[config.mk]
export PLATFORM = sky130hd
export DESIGN_NAME = crack_result_arbiter_flat
export DESIGN_NICKNAME = d
export VERILOG_FILES = /design/src/rtl/crack_result_arbiter_if.sv /design/src/rtl/crack_result_arbiter.sv /design/src/flat_wrapper.sv
export SDC_FILE = /design/constraint.sdc
export NUM_CORES = 1
export LEC_CHECK = 0
export CAP_MARGIN = 15
export CORE_MARGIN = 8
export CORE_UTILIZATION = 30
export CTS_CLUSTER_SIZE = 8
export DETAILED_ROUTE_END_ITERATION = 8
export REMOVE_ABC_BUFFERS = 1
export SLEW_MARGIN = 10
export SYNTH_ARGS = -nofsm -noshare
export SYNTH_HDL_FRONTEND = slang
export SYNTH_SLANG_ARGS = --single-unit
[constraint.sdc]
create_clock -name clk -period 12.3 [get_ports clk]
set_clock_uncertainty 0.05 [all_clocks]
set_input_delay 1.23 -clock clk [delete_from_list [all_inputs] [get_ports clk]]
set_output_delay 1.23 -clock clk [all_outputs]
set_load 0.02 [all_outputs]
[src/rtl/crack_result_arbiter_if.sv]
// Handshake/bus bundle between the crack result arbiter and its environment
// (key-search cores plus the result consumer).
//   start        : single-cycle request to begin a new search
//   core_done    : per-core "key range exhausted" flags
//   core_found   : per-core "valid plaintext this cycle" pulses
//   core_key     : per-core candidate keys, core i at [i*KEY_WIDTH +: KEY_WIDTH]
//   stop_cores   : halt all cores
//   result_valid : result fields are stable
//   result_found : 1 = key found, 0 = key space exhausted
//   result_core  : index of the winning core
//   result_key   : winning key
//   result_ack   : consumer has taken the result
// master = arbiter side, slave = cores/consumer side.
interface crack_result_arbiter_if #(
  parameter int unsigned NUM_CORES     = 4,
  parameter int unsigned LOG_NUM_CORES = 2,
  parameter int unsigned KEY_WIDTH     = 24
);
  logic                           start;
  logic [NUM_CORES-1:0]           core_done;
  logic [NUM_CORES-1:0]           core_found;
  logic [NUM_CORES*KEY_WIDTH-1:0] core_key;
  logic                           stop_cores;
  logic                           result_valid;
  logic                           result_found;
  logic [LOG_NUM_CORES-1:0]       result_core;
  logic [KEY_WIDTH-1:0]           result_key;
  logic                           result_ack;

  modport master (
    input  start, core_done, core_found, core_key, result_ack,
    output stop_cores, result_valid, result_found, result_core, result_key
  );

  modport slave (
    output start, core_done, core_found, core_key, result_ack,
    input  stop_cores, result_valid, result_found, result_core, result_key
  );
endinterface

[src/rtl/crack_result_arbiter.sv]
// Collects found/done flags from parallel RC4 key-search cores, picks the
// lowest-indexed core that found a key (or reports exhaustion), halts the
// cores and holds the result until acknowledged.
//   clk   : rising-edge clock
//   reset : asynchronous, active-high reset
//   bus   : crack_result_arbiter_if.master (start, core_*, result_*, stop_cores)
module crack_result_arbiter #(
  parameter int unsigned NUM_CORES     = 4,
  parameter int unsigned LOG_NUM_CORES = 2,
  parameter int unsigned KEY_WIDTH     = 24
) (
  input logic                     clk,
  input logic                     reset,
  crack_result_arbiter_if.master  bus
);

  typedef enum logic [1:0] {StIdle, StSearch, StSelect, StHold} state_e;

  state_e                   state_q, state_d;
  logic [NUM_CORES-1:0]     found_q, found_d;
  logic [NUM_CORES-1:0]     done_q, done_d;
  logic [KEY_WIDTH-1:0]     key_q [NUM_CORES];
  logic [KEY_WIDTH-1:0]     key_d [NUM_CORES];
  logic                     result_found_q, result_found_d;
  logic [LOG_NUM_CORES-1:0] result_core_q, result_core_d;
  logic [KEY_WIDTH-1:0]     result_key_q, result_key_d;

  logic [LOG_NUM_CORES-1:0] win_idx;
  logic [KEY_WIDTH-1:0]     win_key;

  // Lowest set bit of found_q wins; scan downward so the lowest index is last.
  always_comb begin
    win_idx = '0;
    for (int i = NUM_CORES - 1; i >= 0; i--) begin
      if (found_q[i]) win_idx = LOG_NUM_CORES'(i);
    end
  end

  assign win_key = key_q[win_idx];

  always_comb begin
    state_d        = state_q;
    found_d        = found_q;
    done_d         = done_q;
    key_d          = key_q;
    result_found_d = result_found_q;
    result_core_d  = result_core_q;
    result_key_d   = result_key_q;

    unique case (state_q)
      StIdle: begin
        if (bus.start) begin
          state_d        = StSearch;
          found_d        = '0;
          done_d         = '0;
          for (int i = 0; i < NUM_CORES; i++) key_d[i] = '0;
          result_found_d = 1'b0;
          result_core_d  = '0;
          result_key_d   = '0;
        end
      end
      StSearch: begin
        found_d = found_q | bus.core_found;
        done_d  = done_q | bus.core_done;
        // Only the first found pulse of a core captures its key.
        for (int i = 0; i < NUM_CORES; i++) begin
          if (bus.core_found[i] && !found_q[i]) begin
            key_d[i] = bus.core_key[i*KEY_WIDTH +: KEY_WIDTH];
          end
        end
        // A found key beats exhaustion.
        if (|found_q) begin
          state_d = StSelect;
        end else if (&done_q) begin
          state_d        = StHold;
          result_found_d = 1'b0;
          result_core_d  = '0;
          result_key_d   = '0;
        end
      end
      StSelect: begin
        state_d        = StHold;
        result_found_d = 1'b1;
        result_core_d  = win_idx;
        result_key_d   = win_key;
      end
      StHold: begin
        if (bus.result_ack) state_d = StIdle;
      end
      default: state_d = StIdle;
    endcase
  end

  always_ff @(posedge clk or posedge reset) begin
    if (reset) begin
      state_q        <= StIdle;
      found_q        <= '0;
      done_q         <= '0;
      for (int i = 0; i < NUM_CORES; i++) key_q[i] <= '0;
      result_found_q <= 1'b0;
      result_core_q  <= '0;
      result_key_q   <= '0;
    end else begin
      state_q        <= state_d;
      found_q        <= found_d;
      done_q         <= done_d;
      key_q          <= key_d;
      result_found_q <= result_found_d;
      result_core_q  <= result_core_d;
      result_key_q   <= result_key_d;
    end
  end

  assign bus.stop_cores   = (state_q == StSelect) || (state_q == StHold);
  assign bus.result_valid = (state_q == StHold);
  assign bus.result_found = result_found_q;
  assign bus.result_core  = result_core_q;
  assign bus.result_key   = result_key_q;

endmodule

[src/flat_wrapper.sv]
// flat-port wrapper written by rule: the top's interface ports become plain ports
module crack_result_arbiter_flat 
#(
  parameter int unsigned NUM_CORES     = 4,
  parameter int unsigned LOG_NUM_CORES = 2,
  parameter int unsigned KEY_WIDTH     = 24
)
  (clk, reset, bus_start, bus_core_done, bus_core_found, bus_core_key, bus_result_ack, bus_stop_cores, bus_result_valid, bus_result_found, bus_result_core, bus_result_key);
  crack_result_arbiter_if #(.NUM_CORES(NUM_CORES), .LOG_NUM_CORES(LOG_NUM_CORES), .KEY_WIDTH(KEY_WIDTH)) bus_i ();
  input logic clk;
  input logic reset;
  input wire logic [$bits(bus_i.start)-1:0] bus_start;
  input wire logic [$bits(bus_i.core_done)-1:0] bus_core_done;
  input wire logic [$bits(bus_i.core_found)-1:0] bus_core_found;
  input wire logic [$bits(bus_i.core_key)-1:0] bus_core_key;
  input wire logic [$bits(bus_i.result_ack)-1:0] bus_result_ack;
  output wire logic [$bits(bus_i.stop_cores)-1:0] bus_stop_cores;
  output wire logic [$bits(bus_i.result_valid)-1:0] bus_result_valid;
  output wire logic [$bits(bus_i.result_found)-1:0] bus_result_found;
  output wire logic [$bits(bus_i.result_core)-1:0] bus_result_core;
  output wire logic [$bits(bus_i.result_key)-1:0] bus_result_key;
  assign bus_i.start = bus_start;
  assign bus_i.core_done = bus_core_done;
  assign bus_i.core_found = bus_core_found;
  assign bus_i.core_key = bus_core_key;
  assign bus_i.result_ack = bus_result_ack;
  assign bus_stop_cores = bus_i.stop_cores;
  assign bus_result_valid = bus_i.result_valid;
  assign bus_result_found = bus_i.result_found;
  assign bus_result_core = bus_i.result_core;
  assign bus_result_key = bus_i.result_key;
  crack_result_arbiter #(.NUM_CORES(NUM_CORES), .LOG_NUM_CORES(LOG_NUM_CORES), .KEY_WIDTH(KEY_WIDTH)) u_core (.clk(clk), .reset(reset), .bus(bus_i));
endmodule
==> results.json, run 1 <==
{
  "critical_path_top_delay_cell": "sky130_fd_sc_hd__ha_1",
  "syn_area_per_cell_sq_um": 12.1,
  "worstPathCellList": "inv_1 -> ha_1 -> or2_2 -> clkdlybuf4s50_1",
  "routedWlPerCell_um": 21.4,
  "clockBufferDepth": 2,
  "leakagePower_nw": 3.36,
  "ff2ff_setup_slack_ps": 9370,
  "synth_compound_area_share_pct": 29.2,
  "synth_top_area_share_pct": 59.7,
  "max_stage_delay_ps": 850,
  "synth_enable_flop_cells": 0,
  "dr_iter_0_viols": 342,
  "run_status": "completed",
  "die_x_um": 152,
  "gp_routability_congestion": 0.803,
  "dpl_worst_slack_ps": 8420,
  "final_hold_violation_count": 0,
  "area_growth_from_synthesis_to_layout_pct": 40.0,
  "netlist.top_cell.by_area": "sky130_fd_sc_hd__dfrtp_1",
  "cts-buffers-inserted": 17,
  "post_synth_fa_ha_maj_area_fraction_pct": 0.898,
  "max_cap_viol": 0,
  "synthMuxAreaShare_pct": 0.606,
  "yosys_warnings": 0,
  "fin_nets": 694,
  "detail_route.first_pass.iterations": 5,
  "totalWireLength_um": 17700,
  "post-route-drc-count": 0,
  "hold-path-endpoint": "u_core.done_q[0]$_DFFE_PP0P_",
  "launch_point_of_the_worst_reg_to_reg_path": "u_core.state_q[0]$_DFFE_PP0P_",
  "ys_top_cells_by_count": "sky130_fd_sc_hd__dfrtp_1 (133), sky130_fd_sc_hd__a22o_1 (96), sky130_fd_sc_hd__clkbuf_1 (37)",
  "first_pass_grt_wire_length_um": 28500,
  "cts.hold.buffers_added": 0,
  "worstHoldPathType": "reg2reg",
  "post_cts_resized": 0,
  "floorplan.initialDensity_pct": 30.2,
  "tritoncts": "yes",
  "worst_setup_path_start_kind": "register",
  "total_negative_slack_ps": 0,
  "total_via_count_in_the_routed_design": 4496,
  "synth.cell_area_sq_mm": 0.00558,
  "timing.critical_path.fanout_max": 27,
  "placed_cells": 794,
  "rows": 50,
  "first_global_vias": 4929,
  "layout_setup_ws_ps": 8360,
  "final_antenna_net_count": 0,
  "worst-path-buf-inv": 2,
  "slew_violations": 0,
  "cts_sinks": 133,
  "r2r_end": "u_core.bus.result_found$_DFFE_PP0P_",
  "tightest_slew_ps": 1130,
  "period_share_pct": 32.0,
  "maximum_number_of_pins_on_one_net_before_global_route_repair": 85,
  "postSynthRegisterBits": 133,
  "final_period_minus_worst_setup_slack_ps": 3940,
  "worst_ep_arrival_time_ps": 2660,
  "rsz0062_at_grt": "no",
  "timing.critical_path.required_ps": 11020,
  "buffer_cell_driving_the_clock_tree_root": "sky130_fd_sc_hd__clkbuf_16",
  "numPortBuffers": 136,
  "grt-ovfl-total": 0,
  "cpLargestDelayFamily": "adder cells",
  "worst_setup_path_end_kind": "output port",
  "drive_gt1_share_pct": 7.90,
  "post_layout_nonfiller_instances": 829,
  "min_path_cells": 2,
  "ys_top_cells_by_area": "sky130_fd_sc_hd__dfrtp_1 (60%), sky130_fd_sc_hd__a22o_1 (15%), sky130_fd_sc_hd__o221ai_1 (3.8%), sky130_fd_sc_hd__o31ai_1 (3.2%), sky130_fd_sc_hd__and2_1 (2.7%)",
  "worst-r2r-cell-count": 6,
  "synth.distinct_cells": 27,
  "synthesis.instances": 461,
  "clock_insertion_delay_worst_skew_ps": 420,
  "maximum_achievable_frequency_mhz": 254,
  "placeableCoreArea_sq_mm": 0.0185,
  "synth_xor_xnor_area_share_pct": 0,
  "groute.usage.overall_pct": 15.7,
  "postSynth.topFlopCell": "sky130_fd_sc_hd__dfrtp_1",
  "dominant_combinational_cell_family_by_area_after_synthesis": "compound AO/OA/AOI/OAI gates",
  "grt_antenna_before_repair": 0,
  "worstHoldStart": "u_core.done_q[0]$_DFFE_PP0P_",
  "io-pin-count": 137,
  "cts.htree.levels": 4,
  "most_numerous_cell_in_the_yosys_netlist": "sky130_fd_sc_hd__dfrtp_1",
  "fp.dieArea_sq_mm": 0.0232,
  "diodes_inserted": 0,
  "ir_drop_mv": 0.108,
  "worst_setup_hold_path_clk_slew_ps": 60,
  "async_reset_ff_share_pct": 100,
  "yosysSeqAreaShare_pct": 59.7,
  "final-setup-viol-count": 0,
  "post_drt_via_cell_ratio": 5.42,
  "fp.dieH_um": 152,
  "slew_headroom_pct": 24.3,
  "post-dp-hpwl_um": 12400,
  "nFillCells": 1698,
  "critical_path_class": "reg2out",
  "synthSimpleGateAreaFrac_pct": 6.04,
  "postCtsSetupRepairBufs": 0,
  "powerDensity_mw_per_mm2": 266
}
-- logic make-up (layout without fill, tap and decap cells) --
family          Yosys count  count (layout)
buf+inv                  47             181
simple gates             64              64
mux                       3               3
fa+ha+maj                 4               4
compound gates          210             210
flops                   133             133
-- layout make-up --
| type | instances | area, sq um | share of cell area (%) |
|---|---|---|---|
| well taps | 234 | 293 | 3.75 |
| flip-flops and latches | 133 | 3330 | 42.6 |
| clock inverters | 12 | 201 | 2.58 |
| clock buffers | 20 | 457 | 5.85 |
| multi-input cells | 281 | 2060 | 26.3 |
| repair buffers | 143 | 1450 | 18.5 |
| inverters | 6 | 25.0 | 0.321 |
-- power by group --
group	switching, W	internal (W)	leakage (nW)
combinational	0.000456	0.000327	1.27
clock	0.000190	0.000371	0.316
sequential	0.000117	0.000615	1.78
-- flip-flops by register name, indices dropped and copies added, names as in the netlist --
register / count
u_core.bus.result_core: 2
u_core.bus.result_found: 1
u_core.bus.result_key: 24
u_core.done_q: 4
u_core.found_q: 4
u_core.key_q: 96
u_core.state_q: 2
-- through the flow --
stage / power, W / cell area, sq um / hold slack, ps / utilization (%)
floorplan: 0.00120 / 5400 / 412 / -
global placement: 0.00148 / 7090 / 432 / 38.4
detailed placement: 0.00151 / 7090 / 437 / 38.4
CTS: 0.00208 / 7750 / 450 / 42.0
global route: 0.00221 / 7800 / 466 / 42.3
finish: 0.00208 / 7800 / 447 / 42.3
-- worst reg2reg max path: stages, from the launching register on --
cell,delay (ps)
sky130_fd_sc_hd__dfrtp_1,440
sky130_fd_sc_hd__inv_1,110
sky130_fd_sc_hd__ha_1,210
sky130_fd_sc_hd__nand2b_1,130
sky130_fd_sc_hd__nand2b_1,650
sky130_fd_sc_hd__or2_1,810
sky130_fd_sc_hd__mux2_2,410
-- cells in the final DEF (no fill, tap or decap), types with 5 or more instances in the layout --
master | Yosys | routed
sky130_fd_sc_hd__a21oi_1 | 9 | 8
sky130_fd_sc_hd__a22o_1 | 96 | 96
sky130_fd_sc_hd__and2_1 | 24 | 24
sky130_fd_sc_hd__bufinv_16 | 0 | 5
sky130_fd_sc_hd__clkbuf_16 | 0 | 17
sky130_fd_sc_hd__clkdlybuf4s50_1 | 0 | 136
sky130_fd_sc_hd__dfrtp_1 | 133 | 133
sky130_fd_sc_hd__inv_1 | 6 | 5
sky130_fd_sc_hd__nand2_1 | 10 | 10
sky130_fd_sc_hd__nand2b_1 | 9 | 9
sky130_fd_sc_hd__nor2_1 | 15 | 13
sky130_fd_sc_hd__o21ai_0 | 27 | 27
sky130_fd_sc_hd__o221ai_1 | 24 | 24
sky130_fd_sc_hd__o22ai_1 | 24 | 24
sky130_fd_sc_hd__o31ai_1 | 24 | 24
-- worst max path at each step --
stage	cells past startpoint	endpoint	start	slack [ps]
global placement	5	u_core.bus.result_found$_DFFE_PP0P_	bus_start	8470
global route	4	bus_stop_cores	u_core.state_q[0]$_DFFE_PP0P_	8190
finish	4	bus_stop_cores	u_core.state_q[0]$_DFFE_PP0P_	8360
detailed placement	5	u_core.bus.result_found$_DFFE_PP0P_	bus_start	8420
CTS	4	bus_stop_cores	u_core.state_q[0]$_DFFE_PP0P_	8310
floorplan	1	u_core.bus.result_core[0]$_DFFE_PP0P_	reset	7470
-- layer usage --
layer / up-vias / part of all wire, % / GRT usage, %
met3: 35 / 4.2 / 2.75
li1: 2034 / - / -
met4: 0 / 2.9 / 7.14
met1: 2271 / 46 / 20.5
met5: - / 0 / 0
met2: 156 / 47 / 24.8
Note: power is estimated with default switching activity, not from simulation.
==> inputs of run 2 (changes only) <==
==> constraint.sdc (replaced) <==
create_clock -name clk -period 3.8 [get_ports clk]
set_clock_uncertainty 0.05 [all_clocks]
set_input_delay 0.38 -clock clk [delete_from_list [all_inputs] [get_ports clk]]
set_output_delay 0.38 -clock clk [all_outputs]
set_load 0.02 [all_outputs]
==> run 2 against run 1 <==
Effect of this change: power grew to 3.1 times the previous value; die area stayed put; sequential share of layout area is 0.42 points higher; worst hold slack worse by 110 ps; non-clock buffer count is 1 higher.
==> results.json, run 2 (synthesis results as in run 1) <==
{
  "rsz0062_at_grt": "no",
  "combPwrFrac_pct": 38.5,
  "utilization_pct": 41.9,
  "switching_share_pct": 37.7,
  "critical_path_top_delay_cell": "sky130_fd_sc_hd__or2_1",
  "tightest_slew_ps": 1200,
  "worst_setup_path_start_kind": "register",
  "fp.dieArea_sq_mm": 0.0232,
  "cts-buffers-inserted": 17,
  "final-setup-viol-count": 0,
  "ir_drop_mv": 0.329,
  "detail_route.first_pass.iterations": 4,
  "gp_routability_congestion": 0.816,
  "largest_register": "u_core.key_q",
  "totalWireLength_um": 17700,
  "final_hold_violation_count": 0,
  "grt_antenna_before_repair": 0,
  "worst_setup_path_end_kind": "register",
  "largest_register_ffs": 96,
  "worstPathCellList": "inv_1 -> ha_1 -> o41a_4 -> or2_1 -> mux2_2",
  "first_pass_grt_wire_length_um": 28000,
  "run_status": "completed",
  "clockPowerShare_pct": 25.1,
  "timing.critical_path.fanout_max": 27,
  "period_share_pct": 68.7,
  "routedWlPerCell_um": 21.3,
  "place_area_sq_mm": 0.00714,
  "layout_common_cells": "sky130_fd_sc_hd__clkdlybuf4s50_1 (136), sky130_fd_sc_hd__dfrtp_1 (133), sky130_fd_sc_hd__a22o_1 (96), sky130_fd_sc_hd__o21ai_0 (27)",
  "post-dp-hpwl_um": 12600,
  "worst_setup_hold_path_clk_slew_ps": 60,
  "design_area_sq_mm": 0.00773,
  "grt-ovfl-total": 0,
  "sequentialPowerShare_pct": 36.4,
  "leakagePower_nw": 3.34,
  "fp.dieH_um": 152,
  "total_via_count_in_the_routed_design": 4460,
  "slew_violations": 0,
  "post-route-drc-count": 0,
  "diodes_inserted": 0,
  "area_growth_from_synthesis_to_layout_pct": 38.6,
  "tritoncts": "yes",
  "critical_path_class": "reg2reg",
  "numPortBuffers": 136,
  "final_period_minus_worst_setup_slack_ps": 2610,
  "worst_ep_arrival_time_ps": 2860,
  "powerDensity_mw_per_mm2": 843,
  "worstHoldPathType": "in2async",
  "fin_nets": 695,
  "post_drt_via_cell_ratio": 5.37,
  "groute.usage.overall_pct": 15.5,
  "layout_commonest_cell": "sky130_fd_sc_hd__clkdlybuf4s50_1",
  "ff2ff_setup_slack_ps": 1190,
  "drive_gt1_share_pct": 8.22,
  "placeableCoreArea_sq_mm": 0.0185,
  "io-pin-count": 137,
  "max_cap_viol": 0,
  "cts.hold.buffers_added": 0,
  "dpl_worst_slack_ps": 1110,
  "slew_headroom_pct": 20.2,
  "switchingPower_w": 0.00245,
  "clockBufferDepth": 2,
  "timing.critical_path.required_ps": 4060,
  "max_stage_delay_ps": 760,
  "floorplan.initialDensity_pct": 30.2,
  "rows": 50,
  "cts.htree.levels": 4,
  "post_cts_resized": 0,
  "layout_setup_ws_ps": 1190,
  "final_antenna_net_count": 0,
  "maximum_achievable_frequency_mhz": 383,
  "clock_insertion_delay_worst_skew_ps": 420,
  "dr_iter_0_viols": 318,
  "die_x_um": 152,
  "postCtsSetupRepairBufs": 0,
  "total_negative_slack_ps": 0,
  "first_global_vias": 4864,
  "internal_power_w": 0.00406,
  "buffer_cell_driving_the_clock_tree_root": "sky130_fd_sc_hd__clkbuf_16",
  "cts_sinks": 133,
  "maximum_number_of_pins_on_one_net_before_global_route_repair": 86
}
==> run 2: stage by stage <==
stage	hold WS [ps]	power, W	cells
floorplan	412	0.00389	420
global placement	433	0.00480	798
detailed placement	437	0.00491	798
CTS	356	0.00656	830
global route	402	0.00691	830
finish	339	0.00652	830
==> run 2: area by class of cell <==
type | instances | area, sq um
Clock buffer | 20 | 467
Clock inverter | 12 | 126
Fill cell | 1660 | 10700
Inverter | 6 | 25.0
Multi-Input combinational cell | 281 | 2060
Sequential cell | 133 | 3330
Tap cell | 234 | 293
Timing Repair Buffer | 144 | 1430
==> run 2: critical path: cells and delay by family (launching register included) <==
kind / cells / cell delay [ps]
flops: 1 / 420
fa+ha+maj: 1 / 360
mux: 1 / 410
buf+inv: 1 / 100
simple gates: 1 / 760
compound gates: 1 / 390
==> run 2: path summary, 6_finish.rpt <==
kind / startpoint / depth (start not counted) / endpoint
max: u_core.state_q[1]$_DFFE_PP0P_ / 5 / u_core.bus.result_found$_DFFE_PP0P_
min: reset / 2 / u_core.key_q[42]$_DFFE_PP0P_
max reg2reg: u_core.state_q[1]$_DFFE_PP0P_ / 5 / u_core.bus.result_found$_DFFE_PP0P_
min reg2reg: u_core.done_q[1]$_DFFE_PP0P_ / 2 / u_core.done_q[1]$_DFFE_PP0P_
max in group asynchronous: reset / 3 / u_core.key_q[91]$_DFFE_PP0P_
min in group clk: u_core.done_q[1]$_DFFE_PP0P_ / 2 / u_core.done_q[1]$_DFFE_PP0P_
==> run 2: power groups by stage <==
stage	logic [W]	registers (W)	clock network, W
detailed placement	0.00253	0.00238	0
finish	0.00251	0.00237	0.00164
floorplan	0.00158	0.00231	0
global placement	0.00245	0.00235	0
CTS	0.00254	0.00236	0.00166
global route	0.00275	0.00243	0.00173
==> run 2: metal layers <==
metal | share of wire (%) | vias up | GRT usage (%)
met3 | 4.6 | 30 | 3.23
met5 | 0 | - | 0
met2 | 49 | 163 | 24.9
met4 | 2.6 | 0 | 7.09
met1 | 44 | 2224 | 19.7
li1 | - | 2043 | -
